<file path="src/rtl/dispatch_ctrl.sv">
// Rename-to-dispatch sequencing: instr0 ready/fire, ISQ and ROB credit tracking, flush/walk recovery FSM.
// Optional stall performance counters are built when DISP_PERF_CNT_EN is defined.
module dispatch_ctrl #(
  parameter int ISQ_DEPTH  = 8,
  parameter int ROB_DEPTH  = 64,
  parameter int FLUSH_HOLD = 2
) (
  input  logic                         clock,
  input  logic                         reset,
  input  logic                         iru2isu_instr0_valid,
  output logic                         isu2iru_instr0_ready,
  input  logic [1:0]                   rob_state,
  input  logic                         flush_valid,
  input  logic                         isq_deq_valid,
  input  logic [1:0]                   rob_free_cnt,
  output logic                         disp_fire,
  output logic                         disp2rob_instr0_enq_valid,
  output logic                         disp2intisq_enq_valid,
  output logic [$clog2(ISQ_DEPTH):0]   isq_credit,
  output logic [$clog2(ROB_DEPTH):0]   rob_free,
  output logic [1:0]                   disp_state,
  output logic                         credit_err
`ifdef DISP_PERF_CNT_EN
  ,
  output logic [31:0]                  stall_isq_cnt,
  output logic [31:0]                  stall_rob_cnt
`endif
);

  localparam int ISQ_W  = $clog2(ISQ_DEPTH) + 1;
  localparam int ROB_W  = $clog2(ROB_DEPTH) + 1;
  localparam int HOLD_W = $clog2(FLUSH_HOLD + 1);

  localparam logic [ISQ_W:0]    ISQ_MAX  = (ISQ_W + 1)'(ISQ_DEPTH);
  localparam logic [ROB_W:0]    ROB_MAX  = (ROB_W + 1)'(ROB_DEPTH);
  localparam logic [HOLD_W-1:0] HOLD_LD  = HOLD_W'(FLUSH_HOLD);
  localparam logic [HOLD_W-1:0] HOLD_ONE = HOLD_W'(1);

  typedef enum logic [1:0] {
    RUN     = 2'd0,
    FLUSH   = 2'd1,
    WALK    = 2'd2,
    RECOVER = 2'd3
  } state_t;

  state_t              state_reg, state_next;
  logic [HOLD_W-1:0]   hold_reg, hold_next;

  logic [ISQ_W-1:0]    isq_credit_reg, isq_credit_next;
  logic [ROB_W-1:0]    rob_free_reg, rob_free_next;
  logic                credit_err_reg, credit_err_next;

  logic [ISQ_W:0]      isq_sum;
  logic [ROB_W:0]      rob_sum;
  logic                isq_over, rob_over;
  logic                rob_idle;

  assign rob_idle = (rob_state == 2'b00);

  // FSM state register
  always_ff @(posedge clock or posedge reset) begin
    if (reset) begin
      state_reg <= RUN;
      hold_reg  <= '0;
    end else begin
      state_reg <= state_next;
      hold_reg  <= hold_next;
    end
  end

  // FSM next state; a flush request overrides every other transition
  always_comb begin
    state_next = state_reg;
    hold_next  = hold_reg;
    if (flush_valid) begin
      state_next = FLUSH;
      hold_next  = HOLD_LD;
    end else begin
      case (state_reg)
        FLUSH: begin
          if (hold_reg <= HOLD_ONE) begin
            hold_next  = '0;
            state_next = rob_idle ? RECOVER : WALK;
          end else begin
            hold_next = hold_reg - HOLD_ONE;
          end
        end
        WALK:    if (rob_idle) state_next = RECOVER;
        RECOVER: state_next = RUN;
        default: state_next = state_reg;
      endcase
    end
  end

  // FSM outputs; everything combinational is forced low while reset is held
  always_comb begin
    isu2iru_instr0_ready = ~reset & (state_reg == RUN) & ~flush_valid & rob_idle
                         & (isq_credit_reg != '0) & (rob_free_reg != '0);
    disp_fire                 = iru2isu_instr0_valid & isu2iru_instr0_ready;
    disp2rob_instr0_enq_valid = disp_fire;
    disp2intisq_enq_valid     = disp_fire;
  end

  // Credit arithmetic is one bit wider so an overflow can be seen before clamping
  always_comb begin
    isq_sum  = {1'b0, isq_credit_reg} + (ISQ_W + 1)'(isq_deq_valid) - (ISQ_W + 1)'(disp_fire);
    rob_sum  = {1'b0, rob_free_reg} + (ROB_W + 1)'(rob_free_cnt) - (ROB_W + 1)'(disp_fire);
    isq_over = ~flush_valid & (isq_sum > ISQ_MAX);
    rob_over = (rob_sum > ROB_MAX);

    if (flush_valid || isq_over) isq_credit_next = ISQ_W'(ISQ_DEPTH);
    else                         isq_credit_next = isq_sum[ISQ_W-1:0];

    if (rob_over) rob_free_next = ROB_W'(ROB_DEPTH);
    else          rob_free_next = rob_sum[ROB_W-1:0];

    credit_err_next = credit_err_reg | isq_over | rob_over;
  end

  always_ff @(posedge clock or posedge reset) begin
    if (reset) begin
      isq_credit_reg <= ISQ_W'(ISQ_DEPTH);
      rob_free_reg   <= ROB_W'(ROB_DEPTH);
      credit_err_reg <= 1'b0;
    end else begin
      isq_credit_reg <= isq_credit_next;
      rob_free_reg   <= rob_free_next;
      credit_err_reg <= credit_err_next;
    end
  end

  assign isq_credit = isq_credit_reg;
  assign rob_free   = rob_free_reg;
  assign credit_err = credit_err_reg;
  assign disp_state = state_reg;

`ifdef DISP_PERF_CNT_EN
  logic        stall_base;
  logic [31:0] stall_isq_reg, stall_rob_reg;

  assign stall_base = (state_reg == RUN) & iru2isu_instr0_valid & ~flush_valid;

  always_ff @(posedge clock or posedge reset) begin
    if (reset) begin
      stall_isq_reg <= '0;
      stall_rob_reg <= '0;
    end else begin
      if (stall_base && isq_credit_reg == '0) stall_isq_reg <= stall_isq_reg + 32'd1;
      if (stall_base && rob_free_reg == '0)   stall_rob_reg <= stall_rob_reg + 32'd1;
    end
  end

  assign stall_isq_cnt = stall_isq_reg;
  assign stall_rob_cnt = stall_rob_reg;
`endif

endmodule

</file>
<file path="config.mk">
export PLATFORM = sky130hd
export DESIGN_NAME = dispatch_ctrl
export DESIGN_NICKNAME = d
export VERILOG_FILES = /design/src/rtl/dispatch_ctrl.sv
export SDC_FILE = /design/constraint.sdc
export NUM_CORES = 1
export LEC_CHECK = 0
export BUFFER_PORTS_ARGS = -buffer_cell sky130_fd_sc_hd__clkbuf_2
export CAP_MARGIN = 0
export CORE_MARGIN = 2
export CORE_UTILIZATION = 54
export CTS_CLUSTER_SIZE = 16
export DETAILED_ROUTE_END_ITERATION = 10
export PLACE_DENSITY = 0.79
export SYNTH_ARGS = -nofsm -noshare
export SYNTH_HDL_FRONTEND = slang
export SYNTH_SLANG_ARGS = --single-unit
</file>
<file path="constraint.sdc">
create_clock -name clock -period 3.4 [get_ports clock]
set_input_delay 0.51 -clock clock [delete_from_list [all_inputs] [get_ports clock]]
set_output_delay 0.51 -clock clock [all_outputs]
set_load 0.05 [all_outputs]
</file>
After elaboration in Yosys (flattened, before gate mapping)
Cells that the tools add are included.
- word-level logic and storage cells: 47
- latch bits: 0
- bits in read-only memories: 0
- bits of input ports: 9
- bits in writable memories: 0
- output and inout bits: 18
- memories kept: 0
- bits in registers: 16
- shift operators: 0
- divide/modulo/power cells: 0
- equal/unequal tests: 5
- bitwise gates (word level): 11
- $lt $le $gt $ge: 3
- add/sub/neg operators: 5
- multiplexer cells: 10
- reductions and logical operators: 8
- multipliers: 0
- operator list (cell ; number):
    $mux 2 ; 6
    $add 7x2->8 ; 1
    $gt 8x7->1 const B ; 1
    $reduce_bool 4->1 ; 2
    $sub 8x1->8 ; 1
    $and 1x1->1 ; 7
    $mux 7 ; 1
    $reduce_bool 7->1 ; 1
    $ne 3x3->1 const B ; 2
    $pmux 2 s3 ; 1
    $add 4x1->5 ; 1
    $gt 5x4->1 const B ; 1
    $sub 5x1->5 ; 1
    $eq 2x2->1 const B ; 2
    $logic_not 2->1 ; 2
    $mux 4 ; 1
    $reduce_and 3->1 ; 1
    $eq 2x1->1 const B ; 1
    $le 2x1->1 const B ; 1
    $not 1->1 ; 2
    $or 1x1->1 ; 2
    $reduce_bool 2->1 ; 1
    $sub 2x1->2 const B ; 1
    $logic_or 1x1->1 ; 1
    $mux 1 ; 1

Longest topological paths before layout
Gate-level depths: netlist (run 1).
- word-level depth: 12
- mapped depth: 15
- mapped depth without buffers: 15

Worst setup path before layout (run 1)
OpenSTA, ideal clock, no wires.
- kind: register to register
- start point: register rob_free_reg[2] (netlist: rob_free[2])
- end point: register credit_err_reg (netlist: credit_err)
- cell stages (with the launch flop): 16
- library setup time: 0.124 ns
- data required time: 3.276 ns
- clock period less this slack: 4.602 ns
- arrival time: 4.479 ns
- buffers on the path: 0
- slack: -1.202 ns
- path through: dfrtp_1 > inv_1 > ha_1 > nand4_1 > nand3_1 > a31oi_1 > and2_1 > ha_1 > inv_1 > ha_1 > fa_1 > a211o_2 > a31oi_1 > o21ai_0 > xor2_1 > a211o_1
- word-level cells in the longest chain between the ends: 8
- elaborated cells on any way between the ends: 11
- those cells by class: add/sub (3); order compare (2); bitwise (5); reduce/logical (1)
- RTL lines (what ; RTL line ; RTL):
    start, declared ; 50 ; logic [ROB_W-1:0] rob_free_reg, rob_free_next;
    start signal, assigned ; 123 ; rob_free_reg <= ROB_W'(ROB_DEPTH);
    start signal, assigned ; 127 ; rob_free_reg <= rob_free_next;
    $reduce_bool 7->1 (*) ; 98 ; & (isq_credit_reg != '0) & (rob_free_reg != '0);
    $and 1x1->1 (*) ; 98 ;
    named net isu2iru_instr0_ready ; 11 ; output logic isu2iru_instr0_ready,
    $and 1x1->1 (*) ; 99 ; disp_fire = iru2isu_instr0_valid & isu2iru_instr0_ready;
    named net disp2intisq_enq_valid ; 18 ; output logic disp2intisq_enq_valid,
    $sub 5x1->5 ; 106 ; isq_sum = {1'b0, isq_credit_reg} + (ISQ_W + 1)'(isq_deq_valid) - (ISQ_W + 1)'(disp_fire);
    $gt 5x4->1 ; 108 ; isq_over = ~flush_valid & (isq_sum > ISQ_MAX);
    $and 1x1->1 ; 108 ;
    $or 1x1->1 ; 117 ; credit_err_next = credit_err_reg | isq_over | rob_over;
    $or 1x1->1 (*) ; 117 ;
    named net credit_err_next ; 51 ; logic credit_err_reg, credit_err_next;
    end signal, assigned ; 128 ; credit_err_reg <= credit_err_next;
    end, declared ; 51 ;
Mark *: on every way through the listed nets, which the timed path passes. The rest lies on a longest branch.
A chain may end at the register's enable or synchronous reset.

Final worst setup path (run 1)
- start point: register rob_free_reg[2] (netlist: rob_free[2])
- end point: register credit_err_reg (netlist: credit_err)
- word-level cells in the longest chain between the ends: 8
- elaborated cells on any way between the ends: 11
- those cells by class: add/sub (3); order compare (2); bitwise (5); reduce/logical (1)
- RTL lines (what ; RTL line):
    branches (longest 7 deep; another with $add 7x2->8) ; -
    $or 1x1->1 (*) ; 117
    named net credit_err_next ; 51
Mark *: on every way through the listed nets, which the timed path passes.

==> results_dict.tcl, run 1 <==
set metrics [dict create \
    worst_r2r_path_depth 15 \
    yosys_warnings 0 \
    syn_avg_cell_area_um2 9.27 \
    route.detailed.drc 0 \
    p_clk_share_pct 8.8 \
    ctsResizeCount 0 \
    clockBufferDepth 2 \
    grt_usage_pct 21.1 \
    status "finished clean" \
    path_max_fanout 8 \
    crit_arrival_ps 3360 \
    dieArea_um2 2810 \
    port_buffers 26 \
    hold_viol_final 0 \
    p_int_uw 691 \
    crit_top_cell "ha_4" \
    grt_pass1_vias 1013 \
    fin_nets 197 \
    hold_class "primary input to asynchronous set/reset pin" \
    seq_power_share_pct 20.5 \
    layout-drive-gt1-share_pct 33.3 \
    ir_drop_v 0.000538 \
    initial_utilization_pct 58.1 \
    cts_hold_buf 0 \
    firstDrtPassIters 5 \
    critPathSlowestCell "dfrtp_2" \
    syn_nets 168 \
    yosysUniqueCellTypes 41 \
    overflow 0 \
    setup_viol 0 \
    hpwl_um 2110 \
    period_share_pct 93.3 \
    syn_area_um2 1300 \
    largest_register_ff_count 7 \
    maxSlewViolCount 0 \
    multi_input_area_um2 841 \
    netSwitchingFraction_pct 52.3 \
    cts_tree "yes" \
    ys_ff_latch 16 \
    die_x_um 53.0 \
    worstSetupEndpointType "flip-flop" \
    num_rows 17 \
    critPathRequiredTime_ps 3590 \
    final_cell_mix "clkbuf_2, inv_1, ha_1, nor2_1, dfrtp_1" \
    clkSinkCount 16 \
    clock-root-buffer "clkbuf_4" \
    cp.buffers_inverters 2 \
    seqCellArea_um2 409 \
    yosysTopAreaCell "dfrtp_1" \
    worst-setup-path-type "flip-flop to flip-flop" \
    p_comb_share_pct 70.7 \
    rsz0062_at_grt "no" \
    power.density_nw_per_um2 934 \
    vias 1076 \
    cts_buffers 3 \
    dp.cells 192 \
    worstMarginPinSlew_ps 612 \
    r2r_slack_ps 230 \
    fin_crit_ps 3170 \
    final.setup_skew_ps 8.29 \
    layout_commonest_cell "clkbuf_2" \
    fillers 191 \
    grt_max_degree 17 \
    core_um2 2230 \
    syn_to_final_growth_pct 19.7 \
    antenna_found_initial 0 \
    rr_startpoint "rob_free[2]" \
    wire_per_inst_um 13.1 \
    synth.area.top_cells "dfrtp_1, ha_1, inv_1, dfstp_2, nor3b_1" \
    met1Wirelength_um 1060 \
    cts.reportedPaths.clkPinSlew_ps 100 \
    dieHeight_um 53.0 \
    place_area_um2 1520 \
    post-cts-setup-buffers 0 \
    synth_top_area_share_pct 27.0 \
    max_freq_ghz 0.315 \
    reg2reg_to "credit_err" \
    critPathLaunchType "flip-flop" \
    met2_length_um 1340 \
    setup_tns_ps 0 \
    syn_inst 140 \
    crit_chain "inv_1 > ha_1 > nand4_1 > nand3_1 > a31oi_4 > and2_4 > ha_4 > inv_2 > ha_4 > fa_2 > a211o_2 > a31oi_1 > o21ai_1 > xor2_2 > a211o_1" \
    cts-htree-levels 1 \
    synthFlopType "dfrtp_1" \
    grt_pass1_wl_um 4280 \
    fin_area_um2 1550 \
    cellLeakagePower_nw 0.719 \
    wl_um 2570 \
    synth-edff-count 0 \
    maxCapViolations 0 \
    final_cells 196 \
    maxUsedRoutingLayer "met4" \
    critical-path-max-stage-delay_ps 430 \
    synthArstFlopShare_pct 100 \
    io_pins 27 \
    ant_nets 0 \
    route.met3.wl_um 127 \
    switching_power_uw 759 \
    vias_per_cell 5.49 \
    gp_congestion 0.869 \
    diodes 0 \
    clock_latency_ps 290 \
    dr.first_iter.drc_count 23 \
    max-slew-margin-rel_pct 59.2 \
    crit_family "adder cells" \
    synth-seq-area-share_pct 31.1 \
]
==> power groups by stage <==
stage / clock (mW) / sequential [mW] / combinational [mW]
global route: 0.139 / 0.304 / 1.11
detailed placement: 0 / 0.302 / 1.02
CTS: 0.133 / 0.298 / 1.02
finish: 0.128 / 0.298 / 1.03
global placement: 0 / 0.298 / 0.984
floorplan: 0 / 0.448 / 0.674
==> cell usage after synthesis, types with 3 or more instances <==
cell type and instances:
a21oi_1 6, dfrtp_1 14, ha_1 17, inv_1 25, nand2_1 5, nand2b_1 3, nor2_1 10, nor3_1 7
nor3b_1 6, o21ai_0 5, xnor2_1 4
==> cells by family (layout without fill, tap and decap cells) <==
| family | after synthesis | in the layout | share of synthesized area (%) |
|---|---|---|---|
| xor+xnor | 6 | 6 | 4.05 |
| fa+ha+maj | 19 | 19 | 19.5 |
| flops | 16 | 16 | 31.1 |
| mux | 2 | 2 | 1.54 |
| compound gates | 26 | 26 | 16.6 |
| simple gates | 43 | 43 | 18.6 |
| buf+inv | 28 | 56 | 8.68 |
==> stage by stage <==
stage | util (%) | hold WS [ps] | total power [mW] | worst slack, ps
after CTS | 69.5 | 286 | 1.46 | 231
after detailed placement | 67.9 | 537 | 1.32 | 75.4
after floorplan | - | 422 | 1.12 | -203
after global routing | 69.5 | 328 | 1.56 | 6.46
final | 69.5 | 274 | 1.45 | 229
after global placement | 67.9 | 515 | 1.28 | 141
==> routing by layer <==
metal | GRT usage, % | vias to the layer above
li1 | - | 531
met1 | 24.9 | 509
met2 | 37.7 | 32
met3 | 2.54 | 4
met4 | 9.83 | 0
met5 | 0 | -
==> worst max path at each step <==
stage | slack, ps | end | start | cells past startpoint
global placement | 140 | credit_err | flush_valid | 14
global route | 6 | credit_err | disp_state[0] | 13
finish | 230 | credit_err | rob_free[2] | 15
CTS | 230 | credit_err | rob_free[2] | 15
floorplan | -200 | credit_err | flush_valid | 14
detailed placement | 80 | credit_err | flush_valid | 14
==> area by class of cell <==
type	instances	area share, %
Sequential cell	16	26.3
Timing Repair Buffer	27	8.86
Inverter	25	6.04
Tap cell	28	2.26
Multi-Input combinational cell	96	54.1
Clock buffer	4	2.34
(Power assumes the default switching activity.)
==> run 2: changes to the inputs <==
--- a/config.mk
+++ b/config.mk
@@ -12,6 +12,7 @@
 export CTS_CLUSTER_SIZE = 16
 export DETAILED_ROUTE_END_ITERATION = 10
 export PLACE_DENSITY = 0.79
+export SETUP_SLACK_MARGIN = 0.3
 export SYNTH_ARGS = -nofsm -noshare
 export SYNTH_HDL_FRONTEND = slang
 export SYNTH_SLANG_ARGS = --single-unit
==> run 2 against run 1 <==
Cell count up 5.1%. Combinational power up 17%. Non-clock buffer count up 10. Via count up 2.7%. Largest cell class unchanged.
==> results_dict.tcl, run 2 (synthesis gave the netlist of run 1 again) <==
set metrics [dict create \
    grt_pass1_vias 1046 \
    max-slew-margin-rel_pct 59.7 \
    power.density_nw_per_um2 942 \
    num_rows 17 \
    syn_to_final_growth_pct 34.2 \
    place_ws_ps 78.3 \
    hold_viol_final 0 \
    route.detailed.drc 0 \
    grt_pass1_wl_um 4380 \
    maxSlewViolCount 0 \
    layout_setup_ws_ps 336 \
    layout-drive-gt1-share_pct 44.9 \
    place_area_um2 1520 \
    vias_per_cell 5.36 \
    hpwl_um 2150 \
    cts-htree-levels 1 \
    ir_drop_v 0.000616 \
    final_cells 206 \
    fin_crit_ps 3060 \
    critPathSlowestCell "dfstp_2" \
    final.setup_skew_ps 3.79 \
    port_buffers 26 \
    wl_um 2830 \
    fin_nets 207 \
    dieArea_um2 2810 \
    io_pins 27 \
    worstMarginPinSlew_ps 604 \
    die_x_um 53.0 \
    clkSinkCount 16 \
    worstSetupEndpointType "flip-flop" \
    firstDrtPassIters 4 \
    final_cell_mix "clkbuf_2, inv_1, ha_1, buf_4, nor2_1" \
    status "finished clean" \
    rsz0062_at_grt "yes" \
    setup_tns_ps 0 \
    critPathLaunchType "flip-flop" \
    dr.first_iter.drc_count 23 \
    crit_chain "inv_4 > nand4_1 > nand3_2 > a31oi_4 > and2_4 > ha_4 > inv_2 > ha_4 > fa_2 > a211o_4 > a31oi_4 > o21ai_4 > xor2_4 > a211o_1" \
    initial_utilization_pct 58.1 \
    largest_register_ff_count 7 \
    antenna_found_initial 0 \
    grt_max_degree 17 \
    cellLeakagePower_nw 0.786 \
    fin_area_um2 1740 \
    cts_buffers 3 \
    gp_congestion 0.823 \
    clockBufferDepth 2 \
    critPathRequiredTime_ps 3580 \
    path_max_fanout 8 \
    critical-path-max-stage-delay_ps 580 \
    crit_arrival_ps 3250 \
    clock_latency_ps 290 \
    period_share_pct 90.1 \
    worst-setup-path-type "flip-flop to flip-flop" \
    dieHeight_um 53.0 \
    overflow 0 \
    clock-root-buffer "clkbuf_4" \
    finalPower_mw 1.64 \
    diodes 0 \
    hold_slack_ps 295 \
    core_um2 2230 \
    ant_nets 0 \
    cts_tree "yes" \
    wire_per_inst_um 13.7 \
    final_util_pct 78.0 \
    maxCapViolations 0 \
    setup_viol 0 \
    layout_commonest_cell "clkbuf_2" \
    fillers 150 \
    dp.cells 192 \
    cts.reportedPaths.clkPinSlew_ps 90 \
    hold_class "primary input to asynchronous set/reset pin" \
    max_freq_ghz 0.326 \
    grt_usage_pct 21.6 \
    vias 1105 \
]
[run 2: cell count changes in the layout (fill, tap and decap cells not counted), sizes merged]
cell	previous run	this run
buf	1	11
[run 2: area by class of cell]
cell class	instances	area, um2	share of cell area (%)
Clock buffer	4	36.3	2.08
Inverter	25	96.3	5.53
Multi-Input combinational cell	96	952	54.7
Sequential cell	16	409	23.5
Tap cell	28	35.0	2.01
Timing Repair Buffer	37	213	12.2
[run 2: path summary, 6_finish.rpt]
kind	startpoint	end	slack, ps	cells after the start
setup / recovery	rob_free[6]	credit_err	340	14
hold / removal	reset	credit_err	290	2
setup reg to reg	rob_free[6]	credit_err	340	14
hold reg to reg	hold_reg[0]	hold_reg[1]	550	2
max in group asynchronous	reset	rob_free[2]	2680	2
min in group clock	hold_reg[0]	hold_reg[1]	550	2
[run 2: power by group]
group	switching, mW	internal, mW
Clock	0.0601	0.0653
Sequential	0.0444	0.257
Combinational	0.735	0.479
Total	0.840	0.801
[run 2: critical path: cells and delay by family, from the launching register on]
kind,cells,cell delay [ps]
compound gates,5,1050
xor+xnor,1,190
fa+ha+maj,3,620
buf+inv,2,90
flops,1,580
simple gates,3,420
[run 2: metal layers]
layer / up-vias / part of all wire (%) / GRT usage [%]
li1: 552 / - / -
met5: - / 0 / 0
met4: 0 / 2.6 / 8.97
met3: 9 / 2.8 / 2.54
met2: 28 / 53 / 39.2
met1: 516 / 41 / 25.6
[run 2: what timing repair did]
item                       in CTS  in global routing
setup endpoints to repair       8                 11
pin swaps                       3                  7
setup buffers                   2                  8
gates resized for setup         2                 19
cloned                          0                  0
hold buffers                    0                  0
==> run 3: changes to the inputs <==
==> constraint.sdc (replaced) <==
create_clock -name clock -period 3.4 [get_ports clock]
set_input_delay 0 -clock clock [delete_from_list [all_inputs] [get_ports clock]]
set_output_delay 0 -clock clock [all_outputs]
set_load 0.05 [all_outputs]
==> run 3 against run 2 <==
Critical path depth grew 1. Sequential cell count is the same. Register-to-register slack got worse by 30 ps. Clock-buffer cell count did not move. Via count shrank 0.36%. Non-clock buffer count down 4. Critical path type unchanged.
==> results_dict.tcl, run 3 (synthesis gave the netlist of run 1 again) <==
set metrics [dict create \
    status "finished clean" \
    dieArea_um2 2810 \
    place_area_um2 1510 \
    final.setup_skew_ps 14.5 \
    critPathRequiredTime_ps 3580 \
    io_pins 27 \
    hold_viol_final 0 \
    cellLeakagePower_nw 0.754 \
    die_x_um 53.0 \
    min-delay-start "flush_valid" \
    cts.reportedPaths.clkPinSlew_ps 100 \
    clockBufferDepth 2 \
    worstMarginPinSlew_ps 606 \
    path_max_fanout 8 \
    clock-root-buffer "clkbuf_4" \
    clkSinkCount 16 \
    p_comb_share_pct 71.9 \
    finalPower_mw 1.50 \
    antenna_found_initial 0 \
    gp_congestion 0.832 \
    ir_drop_v 0.000522 \
    num_rows 17 \
    cts_buffers 3 \
    firstDrtPassIters 4 \
    dieHeight_um 53.0 \
    max-slew-margin-rel_pct 59.6 \
    p_clk_share_pct 8.3 \
    maxCapViolations 0 \
    syn_to_final_growth_pct 25.5 \
    grt_usage_pct 22.3 \
    hold_end "isq_credit[1]" \
    core_um2 2230 \
    cts-htree-levels 1 \
    crit_arrival_ps 3280 \
    initial_utilization_pct 58.1 \
    worstSetupEndpointType "flip-flop" \
    layout-drive-gt1-share_pct 40.2 \
    hold_class "primary input to flip-flop" \
    cts_tree "yes" \
    grt_pass1_wl_um 4570 \
    period_share_pct 91.0 \
    hpwl_um 2170 \
    wl_um 2690 \
    final_cell_mix "clkbuf_2, inv_1, ha_1, nor2_1, dfrtp_1" \
    wire_per_inst_um 13.3 \
    netSwitchingFraction_pct 52.1 \
    p_int_uw 721 \
    reg2reg_to "credit_err" \
    overflow 0 \
    rsz0062_at_grt "yes" \
    clock_latency_ps 290 \
    r2r_slack_ps 310 \
    holdPathStages 2 \
    grt_max_degree 17 \
    port_buffers 26 \
    grt_pass1_vias 1078 \
    setup_viol 0 \
    ant_nets 0 \
    fin_nets 203 \
    fin_crit_ps 3090 \
    vias_per_cell 5.45 \
    rr_startpoint "rob_free[2]" \
    largest_register_ff_count 7 \
    diodes 0 \
    fin_area_um2 1630 \
    maxSlewViolCount 0 \
    switching_power_uw 784 \
    power.density_nw_per_um2 924 \
    dr.first_iter.drc_count 10 \
    critPathLaunchType "flip-flop" \
    route.detailed.drc 0 \
    worst-setup-path-type "flip-flop to flip-flop" \
    worst_r2r_path_depth 15 \
    layout_commonest_cell "clkbuf_2" \
    seq_power_share_pct 19.8 \
    vias 1101 \
    max_freq_ghz 0.323 \
]
run 3: power by group through the flow:
stage          sequential (mW)  clock, mW  combinational (mW)
5_1_grt                  0.304      0.140                1.17
4_1_cts                  0.297      0.128                1.04
3_3_place_gp             0.297          0               0.990
3_5_place_dp             0.302          0                1.02
2_1_floorplan            0.448          0               0.678
6_report                 0.298      0.125                1.08
run 3: final cells by class:
class / count / area, um2
fillers: 173 / 606
inverters: 25 / 93.8
repair buffers: 33 / 185
well taps: 28 / 35.0
multi-input cells: 96 / 868
flip-flops and latches: 16 / 409
clock buffers: 4 / 36.3
run 3: what timing repair did:
item / in CTS / in global routing
setup buffers: 2 / 4
pin swaps: 3 / 4
hold buffers: 1 / 0
endpoints found under the hold margin: 14 / 0
resized for setup: 1 / 6
setup endpoints to repair: 8 / 11
run 3: per-stage QoR:
stage	hold slack, ps	utilization, %	cells	setup TNS [ps]	setup slack [ps]
2_1_floorplan	-88.0	-	140	-630	-174
6_report	35.8	72.9	202	0	306
5_1_grt	45.7	72.9	202	0	172
3_3_place_gp	98.4	67.7	191	0	277
3_5_place_dp	112	67.7	191	0	225
4_1_cts	17.6	70.8	198	0	303
run 3: worst max-delay path, cell delays in order (launching register included):
cell and delay, ps:
dfrtp_2 430, inv_2 60, ha_1 150, nand4_1 120, nand3_2 130, a31oi_4 40
and2_4 170, ha_4 260, inv_2 30, ha_4 160, fa_2 370, a211o_2 310
a31oi_1 140, o21ai_1 110, xor2_2 220, a211o_1 280
run 3: how the worst max path moves through the flow:
| stage | cells past startpoint | slack [ps] | end | start |
|---|---|---|---|---|
| floorplan | 14 | -170 | credit_err | rob_free[6] |
| global placement | 13 | 280 | credit_err | disp_state[0] |
| detailed placement | 13 | 230 | credit_err | disp_state[0] |
| CTS | 15 | 300 | credit_err | rob_free[3] |
| global route | 15 | 170 | credit_err | rob_free[2] |
| finish | 15 | 310 | credit_err | rob_free[2] |
run 3: routing by layer:
layer / up-vias / global-route usage (%) / wire (um)
met5: - / 0 / 0
met1: 528 / 26.6 / 1160
met4: 0 / 7.69 / 18
li1: 550 / - / -
met3: 2 / 1.69 / 91
met2: 21 / 41.5 / 1420
